<file path="config.mk">
export PLATFORM = sky130hd
export DESIGN_NAME = stump_mem_arbiter_flat
export DESIGN_NICKNAME = d
export VERILOG_FILES = /design/src/rtl/stump_mem_arbiter_if.sv /design/src/rtl/stump_mem_arbiter.sv /design/src/flat_wrapper.sv
export SDC_FILE = /design/constraint.sdc
export NUM_CORES = 1
export LEC_CHECK = 0
export ABC_AREA = 0
export CAP_MARGIN = 5
export CORE_ASPECT_RATIO = 1.5
export CORE_MARGIN = 1.5
export CORE_UTILIZATION = 30
export DETAILED_ROUTE_END_ITERATION = 6
export PLACE_DENSITY = 0.94
export SLEW_MARGIN = 20
export SYNTH_ARGS = -nofsm -noshare
export SYNTH_HDL_FRONTEND = slang
export SYNTH_SLANG_ARGS = --single-unit
export TNS_END_PERCENT = 10
</file>
<file path="constraint.sdc">
create_clock -name clk -period 2.9 [get_ports clk]
set_input_delay 0.58 -clock clk [delete_from_list [all_inputs] [get_ports clk]]
set_output_delay 0.58 -clock clk [all_outputs]
set_load 0.01 [all_outputs]
</file>
<file path="src/rtl/stump_mem_arbiter_if.sv">
// stump_mem_arbiter_if: requester handshakes for both ports plus the shared memory bus
interface stump_mem_arbiter_if;
    logic        req0, req1;
    logic        wen0, wen1;
    logic [15:0] addr0, addr1;
    logic [15:0] wdata0, wdata1;
    logic        gnt0, gnt1;
    logic        ack0, ack1;
    logic [15:0] rdata;
    logic [15:0] address;
    logic [15:0] data_out;
    logic        mem_wen, mem_ren;
    logic [15:0] data_in;
    modport master (
        output req0, req1, wen0, wen1, addr0, addr1, wdata0, wdata1, data_in,
        input  gnt0, gnt1, ack0, ack1, rdata, address, data_out, mem_wen, mem_ren
    );
    modport slave (
        input  req0, req1, wen0, wen1, addr0, addr1, wdata0, wdata1, data_in,
        output gnt0, gnt1, ack0, ack1, rdata, address, data_out, mem_wen, mem_ren
    );
endinterface

</file>
<file path="src/rtl/stump_mem_arbiter.sv">
// stump_mem_arbiter: processor-priority two-port memory arbiter with bounded port-1 starvation
module stump_mem_arbiter #(
    parameter int unsigned MAX_HOLD = 4
) (
    input logic                clk,
    input logic                rst,
    stump_mem_arbiter_if.slave bus
);
    logic [3:0]  hold_q, hold_d;
    logic        pend_valid_q, pend_valid_d;
    logic        pend_port_q, pend_port_d;
    logic        pend_read_q, pend_read_d;
    logic [15:0] rdata_q, rdata_d;
    logic        sel1, any, wen, read_ack;
    always_comb begin
        sel1         = bus.req1 && (!bus.req0 || hold_q == 4'(MAX_HOLD));
        bus.gnt1     = !rst && sel1;
        bus.gnt0     = !rst && bus.req0 && !sel1;
        any          = bus.gnt0 || bus.gnt1;
        wen          = sel1 ? bus.wen1 : bus.wen0;
        bus.address  = any ? (sel1 ? bus.addr1 : bus.addr0) : '0;
        bus.data_out = any ? (sel1 ? bus.wdata1 : bus.wdata0) : '0;
        bus.mem_wen  = any && wen;
        bus.mem_ren  = any && !wen;
        hold_d       = (bus.gnt0 && bus.req1) ? (hold_q == 4'(MAX_HOLD) ? hold_q : hold_q + 4'd1) : 4'd0;
        pend_valid_d = any;
        pend_port_d  = bus.gnt1;
        pend_read_d  = any && !wen;
        // memory data arrives during the ack cycle; forward it and keep a copy for later write acks
        read_ack     = pend_valid_q && pend_read_q;
        rdata_d      = read_ack ? bus.data_in : rdata_q;
        bus.rdata    = rst ? '0 : rdata_d;
        bus.ack0     = !rst && pend_valid_q && !pend_port_q;
        bus.ack1     = !rst && pend_valid_q && pend_port_q;
    end
    always_ff @(posedge clk) begin
        if (rst) begin
            hold_q       <= '0;
            pend_valid_q <= 1'b0;
            pend_port_q  <= 1'b0;
            pend_read_q  <= 1'b0;
            rdata_q      <= '0;
        end else begin
            hold_q       <= hold_d;
            pend_valid_q <= pend_valid_d;
            pend_port_q  <= pend_port_d;
            pend_read_q  <= pend_read_d;
            rdata_q      <= rdata_d;
        end
    end
endmodule

</file>
<file path="src/flat_wrapper.sv">
// flat-port wrapper written by rule: the top's interface ports become plain ports
module stump_mem_arbiter_flat 
#(
    parameter int unsigned MAX_HOLD = 4
)
  (clk, rst, bus_req0, bus_req1, bus_wen0, bus_wen1, bus_addr0, bus_addr1, bus_wdata0, bus_wdata1, bus_data_in, bus_gnt0, bus_gnt1, bus_ack0, bus_ack1, bus_rdata, bus_address, bus_data_out, bus_mem_wen, bus_mem_ren);
  stump_mem_arbiter_if bus_i ();
  input logic clk;
  input logic rst;
  input wire logic [$bits(bus_i.req0)-1:0] bus_req0;
  input wire logic [$bits(bus_i.req1)-1:0] bus_req1;
  input wire logic [$bits(bus_i.wen0)-1:0] bus_wen0;
  input wire logic [$bits(bus_i.wen1)-1:0] bus_wen1;
  input wire logic [$bits(bus_i.addr0)-1:0] bus_addr0;
  input wire logic [$bits(bus_i.addr1)-1:0] bus_addr1;
  input wire logic [$bits(bus_i.wdata0)-1:0] bus_wdata0;
  input wire logic [$bits(bus_i.wdata1)-1:0] bus_wdata1;
  input wire logic [$bits(bus_i.data_in)-1:0] bus_data_in;
  output wire logic [$bits(bus_i.gnt0)-1:0] bus_gnt0;
  output wire logic [$bits(bus_i.gnt1)-1:0] bus_gnt1;
  output wire logic [$bits(bus_i.ack0)-1:0] bus_ack0;
  output wire logic [$bits(bus_i.ack1)-1:0] bus_ack1;
  output wire logic [$bits(bus_i.rdata)-1:0] bus_rdata;
  output wire logic [$bits(bus_i.address)-1:0] bus_address;
  output wire logic [$bits(bus_i.data_out)-1:0] bus_data_out;
  output wire logic [$bits(bus_i.mem_wen)-1:0] bus_mem_wen;
  output wire logic [$bits(bus_i.mem_ren)-1:0] bus_mem_ren;
  assign bus_i.req0 = bus_req0;
  assign bus_i.req1 = bus_req1;
  assign bus_i.wen0 = bus_wen0;
  assign bus_i.wen1 = bus_wen1;
  assign bus_i.addr0 = bus_addr0;
  assign bus_i.addr1 = bus_addr1;
  assign bus_i.wdata0 = bus_wdata0;
  assign bus_i.wdata1 = bus_wdata1;
  assign bus_i.data_in = bus_data_in;
  assign bus_gnt0 = bus_i.gnt0;
  assign bus_gnt1 = bus_i.gnt1;
  assign bus_ack0 = bus_i.ack0;
  assign bus_ack1 = bus_i.ack1;
  assign bus_rdata = bus_i.rdata;
  assign bus_address = bus_i.address;
  assign bus_data_out = bus_i.data_out;
  assign bus_mem_wen = bus_i.mem_wen;
  assign bus_mem_ren = bus_i.mem_ren;
  stump_mem_arbiter #(.MAX_HOLD(MAX_HOLD)) u_core (.clk(clk), .rst(rst), .bus(bus_i));
endmodule
</file>
# == Word level (Yosys, flattened, before mapping) ==
# Index checks and enable logic that the tools add are counted.
# op_classes
muxes,7
addsub,1
bitwise,1
reduce_logical,19
n_eq_ne,1
# ops
cell,n
16-bit 2-to-1 mux,6
1-bit logical AND,11
1-bit logical NOT,5
4-bit by 1-bit adder with 4-bit output (second input constant),1
4-bit by 3-bit equality test with 1-bit output (second input constant),1
1-bit logical OR,2
2-bit OR reduction,1
1-bit 2-to-1 mux,1
1-bit inverter,1
# word_totals
input_bits,86
ff_bits,23
elab_cells,34
out_inout_bits,54

# == Logic depth before layout (Yosys ltp) ==
# Gate-level depths: netlist (run 1).
# logic_depth
word_depth,8
ltp_mapped,6
depth_no_buf,5

# == Least setup slack after synthesis (run 1) ==
# Ideal clock, no wire load.
# synth_path
kind,register to output
from,register u_core.hold_q[0]
to,output bus_address[10]
path_buffers,1
required_ns,2.320
path_slack_ns,0.707
path_stages_with_launch,7
arrival_time_ns,1.613
cell_sequence,dfxtp_1 inv_1 ha_1 nor2b_1 a311oi_4 buf_6 a22o_1
# synth_between
elab_chain_len,7
word_cells_on_any_way,9
classes_between,eq/ne: 1; mux: 2; reduce/logical: 6
# synth_lines
item,line,source
"start, declared",stump_mem_arbiter.sv:9,"logic [3:0] hold_q, hold_d;"
"start signal, assigned",stump_mem_arbiter.sv:44,hold_q <= hold_d;
4-bit by 3-bit equality test with 1-bit output,stump_mem_arbiter.sv:16,sel1 = bus.req1 && (!bus.req0 || hold_q == 4'(MAX_HOLD));
1-bit logical OR,stump_mem_arbiter.sv:16,
1-bit logical AND,stump_mem_arbiter.sv:16,
1-bit logical NOT,stump_mem_arbiter.sv:18,bus.gnt0 = !rst && bus.req0 && !sel1;
1-bit logical AND,stump_mem_arbiter.sv:18,
net bus_gnt0,flat_wrapper.sv:19,output wire logic [$bits(bus_i.gnt0)-1:0] bus_gnt0;
1-bit logical OR,stump_mem_arbiter.sv:19,any = bus.gnt0 || bus.gnt1;
16-bit 2-to-1 mux,stump_mem_arbiter.sv:21,bus.address = any ? (sel1 ? bus.addr1 : bus.addr0) : '0;
"end, declared",flat_wrapper.sv:24,output wire logic [$bits(bus_i.address)-1:0] bus_address;
# The timed path passes the listed nets, and every way through them passes these cells.

# == Worst setup path after layout (run 1) ==
# layout_path
from,input bus_req1
to,output bus_gnt0
# layout_between
elab_chain_len,3
# layout_lines
item,line,source
"start, declared",flat_wrapper.sv:11,input wire logic [$bits(bus_i.req1)-1:0] bus_req1;
1-bit logical AND,stump_mem_arbiter.sv:16,
1-bit logical NOT,stump_mem_arbiter.sv:18,
1-bit logical AND,stump_mem_arbiter.sv:18,
"end, declared",flat_wrapper.sv:19,
# No other way between the ends.

==> results of run 1 <==
kinds of logic after synthesis:
group           after synthesis  share of synthesized area, %
fa+ha+maj                     2                         2.018
mux                           1                        0.8073
simple gates                 51                         17.66
buf+inv                      17                         7.971
flops                        23                         37.13
compound gates               54                         34.41
worst register-to-register path, stage by stage, from the launching register on:
cell and delay [ns]:
dfxtp_1 0.33, inv_1 0.06, ha_1 0.18, nor2b_1 0.30, a311oi_4 0.17, buf_4 0.17
clkbuf_16 0.17, a22o_1 0.23
repair_timing:
| item | 4_1_cts | 5_1_grt |
|---|---|---|
| gates cloned | 0 | 1 |
| setup endpoints to repair | 34 | 1 |
| gates resized for setup | 35 | 0 |
| pin swaps | 0 | 1 |
| setup buffers | 0 | 1 |
| endpoints found under the hold margin | 0 | 0 |
per-layer routing:
metal / wire length, µm / vias to the layer above / GRT usage [%]
li1: - / 808 / -
met1: 1717 / 754 / 20.42
met2: 2847 / 91 / 43.10
met3: 361 / 10 / 4.409
met4: 98 / 0 / 7.317
met5: 0 / - / 0
final timing paths:
kind,startpoint,end
setup reg to reg,u_core.hold_q[1]$_SDFFE_PP0N_,u_core.pend_read_q$_SDFF_PP0_
hold / removal,u_core.hold_q[0]$_SDFFE_PP0N_,u_core.hold_q[0]$_SDFFE_PP0N_
hold reg to reg,u_core.hold_q[0]$_SDFFE_PP0N_,u_core.hold_q[0]$_SDFFE_PP0N_
setup / recovery,bus_req1,bus_gnt0
flip-flops by register name (all words and copies together), names as in the netlist:
signal and count:
u_core.pend_port_q 1, u_core.pend_read_q 1, u_core.pend_valid_q 1, u_core.hold_q 4
u_core.rdata_q 16
cells in the final DEF (no fill, tap or decap):
cell,Yosys,final
a21oi_1,17,17
a21oi_2,1,1
a22o_1,35,35
a311oi_4,1,1
and2_1,1,1
and3b_1,1,1
buf_12,0,2
buf_4,3,4
clkbuf_16,0,1
clkbuf_8,0,3
clkdlybuf4s50_1,0,105
clkinv_2,0,1
dfxtp_1,23,22
dfxtp_2,0,1
dlygate4sd2_1,0,34
ha_1,2,2
inv_1,5,5
inv_2,1,1
mux2i_1,1,1
nand2_1,35,35
nand2b_1,1,1
nand3_1,1,1
nand3b_1,1,1
nor2_1,5,5
nor2b_1,1,1
nor3_1,3,3
nor3b_1,1,1
nor4_1,1,1
metrics by stage:
| stage | setup WS, ns | utilization, % | instance area, µm² |
|---|---|---|---|
| after global routing | 0.02277 | 68.49 | 2711 |
| after CTS | 0.05612 | 67.67 | 2679 |
| after global placement | -0.07301 | 67.54 | 2674 |
| final | 0.07114 | 68.49 | 2711 |
| after detailed placement | -0.1043 | 67.54 | 2674 |
| after floorplan | 0.7066 | - | 1240 |
area by class of cell:
| cell class | count | area (µm²) |
|---|---|---|
| tap | 45 | 56.30 |
| fill | 326 | 1247 |
| sequential | 23 | 461.7 |
| inverter | 6 | 22.52 |
| clock inverter | 1 | 5.005 |
| clock buffer | 3 | 41.29 |
| timing repair buffer | 146 | 1444 |
| multi-input combinational | 108 | 680.7 |
where the power goes:
part,leakage (nW),switching (mW),internal (mW)
Combinational,0.939,0.0979,0.180
Clock,0.0255,0.102,0.0957
Sequential,0.187,0.00335,0.324
Total,1.15,0.203,0.600
==> results.toml, run 1 <==
[setup_path]
ff2ff_path_depth = 7
crit_top_cell = "clkdlybuf4s50_1"
r2r_slack_ns = 1.18
crit_chain = "clkdlybuf4s50_1 -> a311oi_4 -> buf_12 -> clkdlybuf4s50_1"
start_kind = "input pin"
worst-path-buf-inv = 3
critPathTopFamily = "buffers and inverters"
path_depth = 4
cp_max_fo = 18
required_ns = 2.32
slowest_delay_ns = 0.58
crit_path_end_kind = "primary output"
path_class = "in -> out"
crit_arrival_ns = 2.25
critPathSlowestCell = "clkdlybuf4s50_1"

[die]
fp.dieW_um = 55.49
rows = 28
die_y_um = 81.74
initial_utilization_pct = 31.32
die_area_mm2 = 0.004536
ios = 140
core_mm2 = 0.003959

[layout]
syn2layout_area_growth_pct = 118.7
finalNonFillerCells = 332
diodes = 0
nNetsFinal = 376
drive_gt1_share_pct = 5.226

[place]
placed_cells = 326
gp_congestion = 0.7706
hpwlAfterDp_um = 4032
portBuffers = 139

[global_routing]
track_usage_pct = 21.02
grt_pass1_vias = 1734
antenna_found_initial = 0
grt_pass1_wl_um = 7590
grt_max_degree = 37
overflow = 0

[timing]
final.min_clock_period_ns = 2.829
slew_headroom_pct = 62.37
max_freq_mhz = 353.5
slew_violations = 0
finalCritPeriodShare_pct = 97.55
fin_tns_setup_ns = 0
skew_ns = 0.0007633
fin_hold_ws_ns = 0.4454
setup_viol = 0
tightest_slew_ns = 0.5644
finalHoldViolations = 0
rsz0062_at_grt = "false"

[clocking]
cts-buffers-inserted = 3
clkTransAtPathRegs_ns = 0.08
cts_buffer_depth = 2
cts_sinks = 23
worstSkewPairLatency_ns = 0.26
htree_levels = 1
postCtsHoldBufs = 0
clock_tree.root_cell = "clkbuf_8"
cts_tree = "built"

[synth]
netlist_instances = 148
async_reset_ff_share_pct = 0
postSynthAreaPerCell_um2 = 8.378
synth_area_leaders = "dfxtp_1, a22o_1, nand2_1"
syn_nets = 236
yosysTopAreaCell = "dfxtp_1"
yosysWarnings = 0
ys_ff_latch = 23
ys_top_cells_by_count = "a22o_1, nand2_1, dfxtp_1, a21oi_1"
yosysSeqAreaShare_pct = 37.13
synth-edff-count = 0
synth_area_mm2 = 0.001240
ys.flop_type = "dfxtp_1"
synth_top_area_share_pct = 37.13
ys_types = 24

[drt]
ant_nets = 0
firstDrtPassIters = 6
num_vias = 1663
wl_per_cell_um = 15.14
drcViolationCount = 0
post_drt_via_cell_ratio = 5.009
first_iter_violations = 51
routed_wl_um = 5025

[run]
drv_cap = 0

[worst_hold_path]
hold_class = "reg -> reg"
hold-path-cell-count = 1

[power_and_ir_drop]
power.density_mw_per_mm2 = 296.1
total_power_mw = 0.8029
p_leak_nw = 1.151
ir_drop_mv = 0.2662

[run_status]
outcome = "finished, final reports clean"
Power figures use the tool's default switching activity.
==> inputs of run 2 (changes only) <==
Settings changed: GPL_TIMING_DRIVEN set to 0.
==> results.toml, run 2 (same netlist as run 1, synthesis figures left out) <==
[clocking]
clock_tree.root_cell = "clkbuf_8"
clkTransAtPathRegs_ns = 0.07
worstSkewPairLatency_ns = 0.25
cts_sinks = 23
cts-buffers-inserted = 3
cts_tree = "built"
htree_levels = 1
cts_buffer_depth = 2

[timing]
max_freq_mhz = 354.7
setup_viol = 0
finalHoldViolations = 0
fin_hold_ws_ns = 0.4474
slew_violations = 0
finalCritPeriodShare_pct = 97.21
final.min_clock_period_ns = 2.819
rsz0062_at_grt = "true"
tightest_slew_ns = 0.3968
skew_ns = 0.001967
slew_headroom_pct = 73.55

[drt]
drcViolationCount = 0
wl_per_cell_um = 13.65
num_vias = 1638
routed_wl_um = 4667
met1Wirelength_um = 1585
post_drt_via_cell_ratio = 4.789
first_iter_violations = 55
routed-wl-met3_um = 357
firstDrtPassIters = 4
wl_met2_um = 2675
maxUsedRoutingLayer = "met4"
ant_nets = 0

[die]
core_mm2 = 0.003959
die_area_mm2 = 0.004536
die_y_um = 81.74
ios = 140
initial_utilization_pct = 31.32
rows = 28
fp.dieW_um = 55.49

[layout]
finish.instance_area_mm2 = 0.002771
mostFrequentLayoutCell = "clkdlybuf4s50_1"
drive_gt1_share_pct = 7.744
top_regs = "u_core.rdata_q x16, u_core.hold_q x4"
nNetsFinal = 386
regMostFlops = "u_core.rdata_q"
diodes = 0
syn2layout_area_growth_pct = 123.5
mostFrequentLayoutCells = "clkdlybuf4s50_1, a22o_1, nand2_1, dlygate4sd2_1, dfxtp_1"
largest_reg_flops = 16

[run]
drv_cap = 0

[setup_path]
crit_arrival_ns = 2.24
cp_max_fo = 10
r2r_slack_ns = 1.28
start_kind = "input pin"
path_class = "in -> out"
required_ns = 2.32
crit_path_end_kind = "primary output"
r2r_end = "u_core.pend_read_q$_SDFF_PP0_"
reg2reg_from = "u_core.hold_q[0]$_SDFFE_PP0N_"
ff2ff_path_depth = 7

[global_routing]
track_usage_pct = 20.32
grt_pass1_wl_um = 7389
grt_pass1_vias = 1687
overflow = 0
antenna_found_initial = 0
grt_max_degree = 13

[worst_hold_path]
hold_class = "reg -> reg"
hold-path-cell-count = 1
hold_end = "u_core.hold_q[0]$_SDFFE_PP0N_"
hold_start = "u_core.hold_q[0]$_SDFFE_PP0N_"

[power_and_ir_drop]
p_leak_nw = 1.264
power.density_mw_per_mm2 = 286.8
ir_drop_mv = 0.2866

[place]
place_area_mm2 = 0.002688
gp_congestion = 0.8025
portBuffers = 139
hpwlAfterDp_um = 3900

[run_status]
outcome = "finished, final reports clean"
run 2: cell count changes in the layout (fill, tap and decap cells not counted), sizes merged:
cell	delta
buf	+9
clkbuf	+2
clkdlybuf4s50	-4
clkinv	-1
dlygate4sd2	-1
dlymetal6s2s	+5
run 2: worst max-delay path by stage:
stage | from | to | cells after the start
after floorplan | u_core.hold_q[0]$_SDFFE_PP0N_ | bus_address[10] | 6
after global placement | bus_req0 | bus_data_out[12] | 6
after detailed placement | bus_req0 | bus_data_out[12] | 6
after CTS | rst | bus_data_out[0] | 6
after global routing | rst | bus_rdata[14] | 5
final | rst | bus_gnt0 | 5
run 2: repair_timing:
| action | 4_1_cts | 5_1_grt |
|---|---|---|
| buffers inserted | 4 | 2 |
| gates resized for setup | 40 | 7 |
| hold buffers | 0 | 0 |
| pin swaps | 1 | 0 |
| gates cloned | 0 | 0 |
| endpoints found under the setup margin | 45 | 12 |
run 2: area by class of cell:
type                    count  area [µm²]
well taps                  45       56.30
flip-flops and latches     23       461.7
inverters                   6       22.52
fillers                   304        1187
repair buffers            145        1411
plain buffers              11       78.83
multi-input cells         108       695.7
clock buffers               4       45.04
run 2: metrics by stage:
stage / TNS (ns) / util, % / total power, mW / setup slack, ns / instances
after floorplan: 0 / - / 0.4238 / 0.7066 / 148
after global placement: -12.81 / 67.89 / 0.6209 / -0.3752 / 332
after detailed placement: -13.47 / 67.89 / 0.6257 / -0.3801 / 332
after CTS: 0 / 69.31 / 0.8058 / 0.02268 / 340
after global routing: -0.002131 / 70.01 / 0.8327 / -0.002131 / 342
final: 0 / 70.01 / 0.7950 / 0.08078 / 342
run 2: worst max-delay path, stage by stage:
cell and delay (ns):
clkdlybuf4s50_1 0.49, a311oi_4 0.31, buf_6 0.17, buf_6 0.14, clkdlybuf4s50_1 0.55
run 2: report_power, final:
part	switching [mW]	total, mW	internal, mW
Sequential	0.00341	0.328	0.324
Combinational	0.0959	0.277	0.181
Clock	0.0920	0.190	0.0977
run 2: layer usage:
| metal | GRT usage [%] | vias up |
|---|---|---|
| li1 | - | 829 |
| met4 | 5.366 | 0 |
| met2 | 43.81 | 83 |
| met3 | 4.094 | 4 |
| met5 | 0 | - |
| met1 | 18.79 | 722 |
==> inputs of run 3 (changes only) <==
Settings changed: CORE_ASPECT_RATIO 1.5 to 1.25, CORE_MARGIN 1.5 to 2, HOLD_SLACK_MARGIN set to 0.02.
==> results.toml, run 3 (same netlist as run 1, synthesis figures left out) <==
[power_and_ir_drop]
p_leak_nw = 1.201
p_seq_share_pct = 41.2
clock_power_share_pct = 24.1
p_int_mw = 0.6017
power.density_mw_per_mm2 = 287.9
ir_drop_mv = 0.1969
swShare_pct = 24.33
p_comb_share_pct = 34.7
p_switching_mw = 0.1935

[layout]
diodes = 0
syn2layout_area_growth_pct = 122.8
largest_reg_flops = 16
fillers = 356
top_regs = "u_core.rdata_q x16, u_core.hold_q x4"
seq_area_um2 = 461.7
regMostFlops = "u_core.rdata_q"
drive_gt1_share_pct = 6.463
mostFrequentLayoutCell = "clkdlybuf4s50_1"
nNetsFinal = 383
mostFrequentLayoutCells = "clkdlybuf4s50_1, a22o_1, nand2_1, dlygate4sd2_1, dfxtp_1"
finish.instance_area_mm2 = 0.002763
finalNonFillerCells = 350
multi_input_area_um2 = 695.7

[setup_path]
cp_max_fo = 10
crit_path_end_kind = "primary output"
r2r_end = "u_core.pend_read_q$_SDFF_PP0_"
crit_arrival_ns = 2.20
reg2reg_from = "u_core.hold_q[0]$_SDFFE_PP0N_"
required_ns = 2.32
start_kind = "register"
ff2ff_path_depth = 6
r2r_slack_ns = 1.43
path_class = "reg -> out"

[timing]
tightest_slew_ns = 0.4397
rsz0062_at_grt = "false"
slew_violations = 0
fin_hold_ws_ns = 0.4423
max_freq_mhz = 360.1
final.min_clock_period_ns = 2.777
finalCritPeriodShare_pct = 95.77
setup_viol = 0
skew_ns = 0.002724
slew_headroom_pct = 70.69
finalHoldViolations = 0

[die]
fp.dieW_um = 61.50
die_y_um = 75.88
die_area_mm2 = 0.004667
initial_utilization_pct = 30.74
ios = 140
rows = 26
core_mm2 = 0.004034

[clocking]
cts_tree = "built"
clock_tree.root_cell = "clkbuf_8"
cts-buffers-inserted = 3
cts_sinks = 23
clkTransAtPathRegs_ns = 0.08
htree_levels = 1
cts_buffer_depth = 2
worstSkewPairLatency_ns = 0.25
postCtsHoldBufs = 0

[drt]
firstDrtPassIters = 4
num_vias = 1655
ant_nets = 0
post_drt_via_cell_ratio = 4.729
wl_per_cell_um = 14.04
drcViolationCount = 0
first_iter_violations = 77
routed_wl_um = 4914

[global_routing]
grt_pass1_wl_um = 6644
antenna_found_initial = 0
overflow = 0
grt_pass1_vias = 1567
grt_max_degree = 13
track_usage_pct = 18.82

[place]
placed_cells = 343
hpwlAfterDp_um = 4131
portBuffers = 139
place_area_mm2 = 0.002701
gp_congestion = 0.6991

[worst_hold_path]
hold_class = "reg -> reg"
hold_start = "u_core.hold_q[0]$_SDFFE_PP0N_"
hold_end = "u_core.hold_q[0]$_SDFFE_PP0N_"
hold-path-cell-count = 1

[run_status]
outcome = "finished, final reports clean"

[run]
drv_cap = 0
==> run 3: cell types whose count changed in the layout (fill, tap and decap cells not counted), moves of 2 or more <==
cell	before	now
dlygate4sd2_1	33	35
buf_6	4	7
dlymetal6s2s_1	5	2
buf_2	3	1
buf_4	8	2
==> run 3: repair_timing <==
item,CTS,global route
cloned,0,0
buffers inserted,3,0
gates resized for setup,44,2
setup endpoints to repair,45,2
pin swaps,1,0
==> run 3: critical path, cell delays in order (launching register included) <==
cell and delay (ns):
dfxtp_2 0.35, inv_1 0.05, ha_1 0.21, nor2b_1 0.18
a311oi_4 0.30, buf_6 0.17, buf_6 0.13, clkdlybuf4s50_1 0.55
==> run 3: per-layer routing <==
metal	track usage (%)	routed length [µm]
met1	18.64	1690
met2	38.25	2887
met3	4.584	302
met4	3.546	33
met5	0	0
==> run 3: area by class of cell <==
cell class | instances | area share [%]
Clock buffer | 4 | 1.630
Multi-Input combinational cell | 108 | 25.18
Inverter | 6 | 0.8152
Tap cell | 56 | 2.536
Buffer | 11 | 3.216
Timing Repair Buffer | 142 | 49.91
Sequential cell | 23 | 16.71
==> run 3: metrics by stage <==
step           util (%)  power [mW]  worst slack [ns]  TNS, ns
2_1_floorplan         -      0.4238            0.7066        0
3_3_place_gp      66.97      0.6200           -0.3658   -13.03
3_5_place_dp      66.97      0.6265           -0.3849   -13.92
4_1_cts           68.36      0.8062           0.06008        0
5_1_grt           68.49      0.8320          0.004339        0
6_report          68.49      0.7952            0.1228        0
==> run 3: how the worst max path moves through the flow <==
stage / depth (start not counted) / to / start
finish: 7 / bus_gnt0 / u_core.hold_q[0]$_SDFFE_PP0N_
detailed placement: 6 / bus_address[12] / bus_req0
global placement: 6 / bus_address[12] / bus_req0
CTS: 7 / bus_mem_ren / u_core.hold_q[0]$_SDFFE_PP0N_
global route: 7 / bus_gnt0 / u_core.hold_q[0]$_SDFFE_PP0N_
floorplan: 6 / bus_address[10] / u_core.hold_q[0]$_SDFFE_PP0N_
==> run 3: power by group through the flow <==
stage | sequential, mW | clock, mW | combinational, mW
global placement | 0.335 | 0 | 0.285
floorplan | 0.334 | 0 | 0.0895
finish | 0.328 | 0.192 | 0.276
detailed placement | 0.335 | 0 | 0.291
global route | 0.329 | 0.208 | 0.296
CTS | 0.328 | 0.200 | 0.278
==> variant 1: new RTL, flow settings as in run 3 <==
Reset style: asynchronous (`rst`), changed in one clocked block.
--- a/src/rtl/stump_mem_arbiter.sv
+++ b/src/rtl/stump_mem_arbiter.sv
@@ -33,7 +33,7 @@
         bus.ack0     = !rst && pend_valid_q && !pend_port_q;
         bus.ack1     = !rst && pend_valid_q && pend_port_q;
     end
-    always_ff @(posedge clk) begin
+    always_ff @(posedge clk or posedge rst) begin
         if (rst) begin
             hold_q       <= '0;
             pend_valid_q <= 1'b0;
Formal check against the unedited RTL: no difference found for any inputs over 10 cycles, from zero or initial values and one cycle with rst high; that may be too few to reach the edited logic, so the function may still have changed.
==> variant 1 against run 3 <==
Largest cell class unchanged. Critical path depth rose by 1. Count of clock-buffer cells in the layout is the same. Power up 31%. Sequential cell count stayed put. Largest power group is now combinational logic. Worst setup slack lost 42 ps. Area after synthesis rose by 12%. First-iteration DRC count fell by 58%. Wire length grew 4.8%. Maximum frequency is 1.5% lower. Cell area rose by 11%. Global-route usage about the same. Worst hold slack better by 49 ps.
==> variant 1: results (changes against run 3) <==
share of post-route cells with drive strength above 1 = 0.143 (was 0.0646)
Tightest Hold Check Type = reg2reg (unchanged)
Vias = 1567 (was 1655)
area share of fa/ha/maj cells after synthesis = 0.0180 (was 0.0202)
hpwl dp = 4060 um (was 4130 um)
Inst Count DP = 321 (was 343)
top cells by count, synth = 34 x a22o_1, 23 x dfrtp_1, 16 x and2_1, 16 x mux2_2, 7 x inv_1 (was 35 x a22o_1, 35 x nand2_1, 23 x dfxtp_1)
largest net degree at the start of global routing = 33 (was 13)
nets = 361 (was 383)
clk slew on worst S/H paths = 80 ps (about the same)
maximum vdd drop = 153 uV (was 197 uV)
total global-route track usage = 0.188 (about the same)
Synth Net Count = 212 (was 236)
fin util = 0.690 (was 0.685)
ys async rst share = 1.00 (was 0)
Post-DP Area = 2860 um2 (was 2700 um2)
vias in the first global route = 1664 (was 1567)
pre-CTS setup slack = -356 ps (was -385 ps)
Routed WL = 5150 um (was 4910 um)
outcome = finished clean (unchanged)
mux cell area share after synthesis = 0.129 (was 0.00807)
CTS Root Cell = clkbuf_8 (unchanged)
Port Buffers = 139 (unchanged)
drt first pass iters = 2 (was 4)
Synth Area in XOR/XNOR = 0.0126 (was 0)
top post-synthesis cells by area = dfrtp_1 41%, a22o_1 21%, mux2_2 13% (was dfxtp_1 37%, a22o_1 25%, nand2_1 11%)
skew final = 2.91 ps (was 2.72 ps)
Seq/Total Area, Yosys = 0.413 (was 0.371)
critical path arrival = 2240 ps (was 2200 ps)
final RePlAce weighted congestion = 0.718 (was 0.699)
Via density = 4.73 (about the same)
Compound-Gate Fraction of Synth Area = 0.227 (was 0.344)
initial antenna violation count = 1 (was 0)
Static Leak = 1.64 nW (was 1.20 nW)
Filler Cell Count = 343 (was 356)
Distinct cells, synth = 22 (was 24)
first-pass GRT wire length = 7660 um (was 6640 um)
Worst slew margin = 0.838 (was 0.707)
post-route ant nets = 0 (unchanged)
drt initial violations = 32 (was 77)
Post-Syn Instances = 124 (was 148)
Yosys warnings = 0 (unchanged)
-- variant 1: cell count changes in the layout (fill, tap and decap cells not counted), sizes merged, moves of 16 or more --
| cell | run 3 | this run |
|---|---|---|
| dlygate4sd2 | 35 | 2 |
| nand2 | 35 | 2 |
| dlymetal6s2s | 2 | 28 |
| dfrtp | 0 | 23 |
| dfxtp | 23 | 0 |
| a21oi | 18 | 1 |
| mux2 | 0 | 16 |
-- variant 1: final timing paths --
check,to,cells past startpoint,start,slack (ps)
min reg2reg,u_core.rdata_q[3]$_DFF_PP0_,1,u_core.rdata_q[3]$_DFF_PP0_,490
max,bus_address[7],8,u_core.hold_q[0]$_DFFE_PP0P_,80
max in group asynchronous,u_core.pend_port_q$_DFF_PP0_,4,rst,2130
max reg2reg,u_core.pend_read_q$_DFF_PP0_,6,u_core.hold_q[0]$_DFFE_PP0P_,1380
min in group asynchronous,u_core.rdata_q[0]$_DFF_PP0_,4,rst,590
min,u_core.rdata_q[3]$_DFF_PP0_,1,u_core.rdata_q[3]$_DFF_PP0_,490
-- variant 1: final cells by class --
cell class,count,share of cell area
Tap cell,58,0.0238
Inverter,7,0.00860
Multi-Input combinational cell,85,0.242
Sequential cell,23,0.188
Timing Repair Buffer,144,0.490
Clock buffer,4,0.0147
Antenna cell,1,0.000819
Buffer,9,0.0319
-- variant 1: power breakdown --
group | switching [mW] | internal (mW) | leakage [nW]
sequential | 0.0153 | 0.380 | 0.281
combinational | 0.153 | 0.299 | 1.34
clock | 0.0970 | 0.0979 | 0.0228
total | 0.265 | 0.777 | 1.64
-- variant 1: cell families after synthesis --
logic type / after synthesis
AOI/OAI and AO/OA: 36
and+or+nand+nor: 29
DFF: 23
buffers and inverters: 16
muxes: 16
xor gates and xnor gates: 2
adders and majority gates: 2
-- variant 1: repair_timing --
action / 4_1_cts / 5_1_grt
resized for setup: 11 / 32
setup buffers: 2 / 3
endpoints found under the setup margin: 44 / 43
-- variant 1: per-layer routing --
| metal | GRT usage | routed length (um) | vias to the layer above |
|---|---|---|---|
| met5 | 0 | 0 | - |
| met2 | 0.360 | 2750 | 92 |
| met4 | 0.0447 | 21 | 0 |
| met1 | 0.187 | 1880 | 722 |
| li1 | - | - | 751 |
| met3 | 0.0756 | 507 | 2 |
-- variant 1: critical path: stages (launching register included) --
cell,delay (ps)
dfrtp_1,420
inv_1,70
ha_2,190
nand3b_4,100
o211a_1,230
buf_6,140
buf_6,140
a22o_1,220
clkdlybuf4s50_1,470
==> variant 2: new RTL, settings of run 3 <==
Made on the original files. Take the reset off `hold_q` and `rdata_q` and load them in a clocked block of their own.
--- a/src/rtl/stump_mem_arbiter.sv
+++ b/src/rtl/stump_mem_arbiter.sv
@@ -35,18 +35,19 @@
     end
     always_ff @(posedge clk) begin
         if (rst) begin
-            hold_q       <= '0;
             pend_valid_q <= 1'b0;
             pend_port_q  <= 1'b0;
             pend_read_q  <= 1'b0;
-            rdata_q      <= '0;
         end else begin
-            hold_q       <= hold_d;
             pend_valid_q <= pend_valid_d;
             pend_port_q  <= pend_port_d;
             pend_read_q  <= pend_read_d;
-            rdata_q      <= rdata_d;
         end
+    end
+
+    always_ff @(posedge clk) begin
+        hold_q  <= hold_d;
+        rdata_q <= rdata_d;
     end
 endmodule
 
Check against the original RTL: differs if rst is asserted again (counterexample within 4 cycles, from zero or initial values and one cycle with rst high); with rst held inactive, the same outputs for 10 cycles.
==> variant 2 against run 3 <==
Non-clock buffer count did not move. Core utilization grew 2.9 points. Final cell count fell by 4.9%. Synthesized cell count fell by 13%. Sequential cell count unchanged. Global-route usage increased by 3.1 points. Worst setup slack worse by 16 ps. Cell area increased by 7.7%. Power rose by 31%. Wire length up 13%. Area after synthesis up 6.1%. Combinational power rose by 64%. Critical path type unchanged.
==> variant 2: results (changes against run 3) <==
top post-synthesis cells by area = dfxtp_1 35%, a22o_1 19%, mux2_2 14% (was dfxtp_1 37%, a22o_1 25%, nand2_1 11%)
Compound-Gate Fraction of Synth Area = 0.276 (was 0.344)
Hold Crit Start = u_core.hold_q[0]$_SDFFE_PN0P_ (was u_core.hold_q[0]$_SDFFE_PP0N_)
cts repair resizes = 15 (was 44)
hold_ws = 445 ps (was 442 ps)
hpwl dp = 4390 um (was 4130 um)
outcome = finished clean (unchanged)
Vias = 1595 (was 1655)
Post-Syn Instances = 129 (was 148)
total global-route track usage = 0.219 (was 0.188)
skew final = 5.57 ps (was 2.72 ps)
Via density = 4.79 (was 4.73)
maximum vdd drop = 182 uV (was 197 uV)
worst setup margin = 107 ps (was 123 ps)
mux cell area share after synthesis = 0.145 (was 0.00807)
Worst slew margin = 0.812 (was 0.707)
Cell Pwr Density = 350 nW/um2 (was 288 nW/um2)
nets = 366 (was 383)
Synth Net Count = 217 (was 236)
vias in the first global route = 1708 (was 1567)
Seq/Total Area, Yosys = 0.350 (was 0.371)
area share of fa/ha/maj cells after synthesis = 0.0190 (was 0.0202)
Post-DP Area = 2780 um2 (was 2700 um2)
Synth-to-Final Area Change = 126% (was 123%)
final RePlAce weighted congestion = 0.784 (was 0.699)
share of post-route cells with drive strength above 1 = 0.166 (was 0.0646)
first-pass GRT wire length = 8450 um (was 6640 um)
top cells by count, synth = 28 x a22o_1, 23 x dfxtp_1, 17 x nor2b_1 (was 35 x a22o_1, 35 x nand2_1, 23 x dfxtp_1)
Int Pwr = 0.777 mW (was 0.602 mW)
Seq pwr share = 0.379 (was 0.412)
r2r startpoint = u_core.hold_q[0]$_SDFFE_PN0P_ (was u_core.hold_q[0]$_SDFFE_PP0N_)
Distinct cells, synth = 23 (was 24)
variant 2: cell count changes in the layout (fill, tap and decap cells not counted), moves of 16 or more:
cell	change
a21oi_1	-16
dlymetal6s2s_1	+31
dlygate4sd2_1	-30
nand2_1	-32
nor2b_1	+16
mux2_2	+16
variant 2: critical path: stages (launching register included):
cell and delay (ps):
dfxtp_2 360, inv_1 50, ha_1 220, nor2b_1 180, a311oi_4 290, buf_6 180, buf_6 140, clkdlybuf4s50_1 540
variant 2: routing by layer:
metal  part of all wire  GRT usage  vias to the layer above
li1                   -          -                      774
met3              0.084     0.0645                       10
met5                  0          0                        -
met1               0.38      0.243                      713
met2               0.51      0.393                       98
met4              0.023     0.0826                        0
variant 2: final cells by class:
class / count / share of cell area
timing repair buffer: 144 / 0.507
multi-input combinational: 91 / 0.262
sequential: 23 / 0.156
buffer: 9 / 0.0286
tap: 56 / 0.0236
clock buffer: 3 / 0.0139
inverter: 6 / 0.00757
clock inverter: 1 / 0.00168
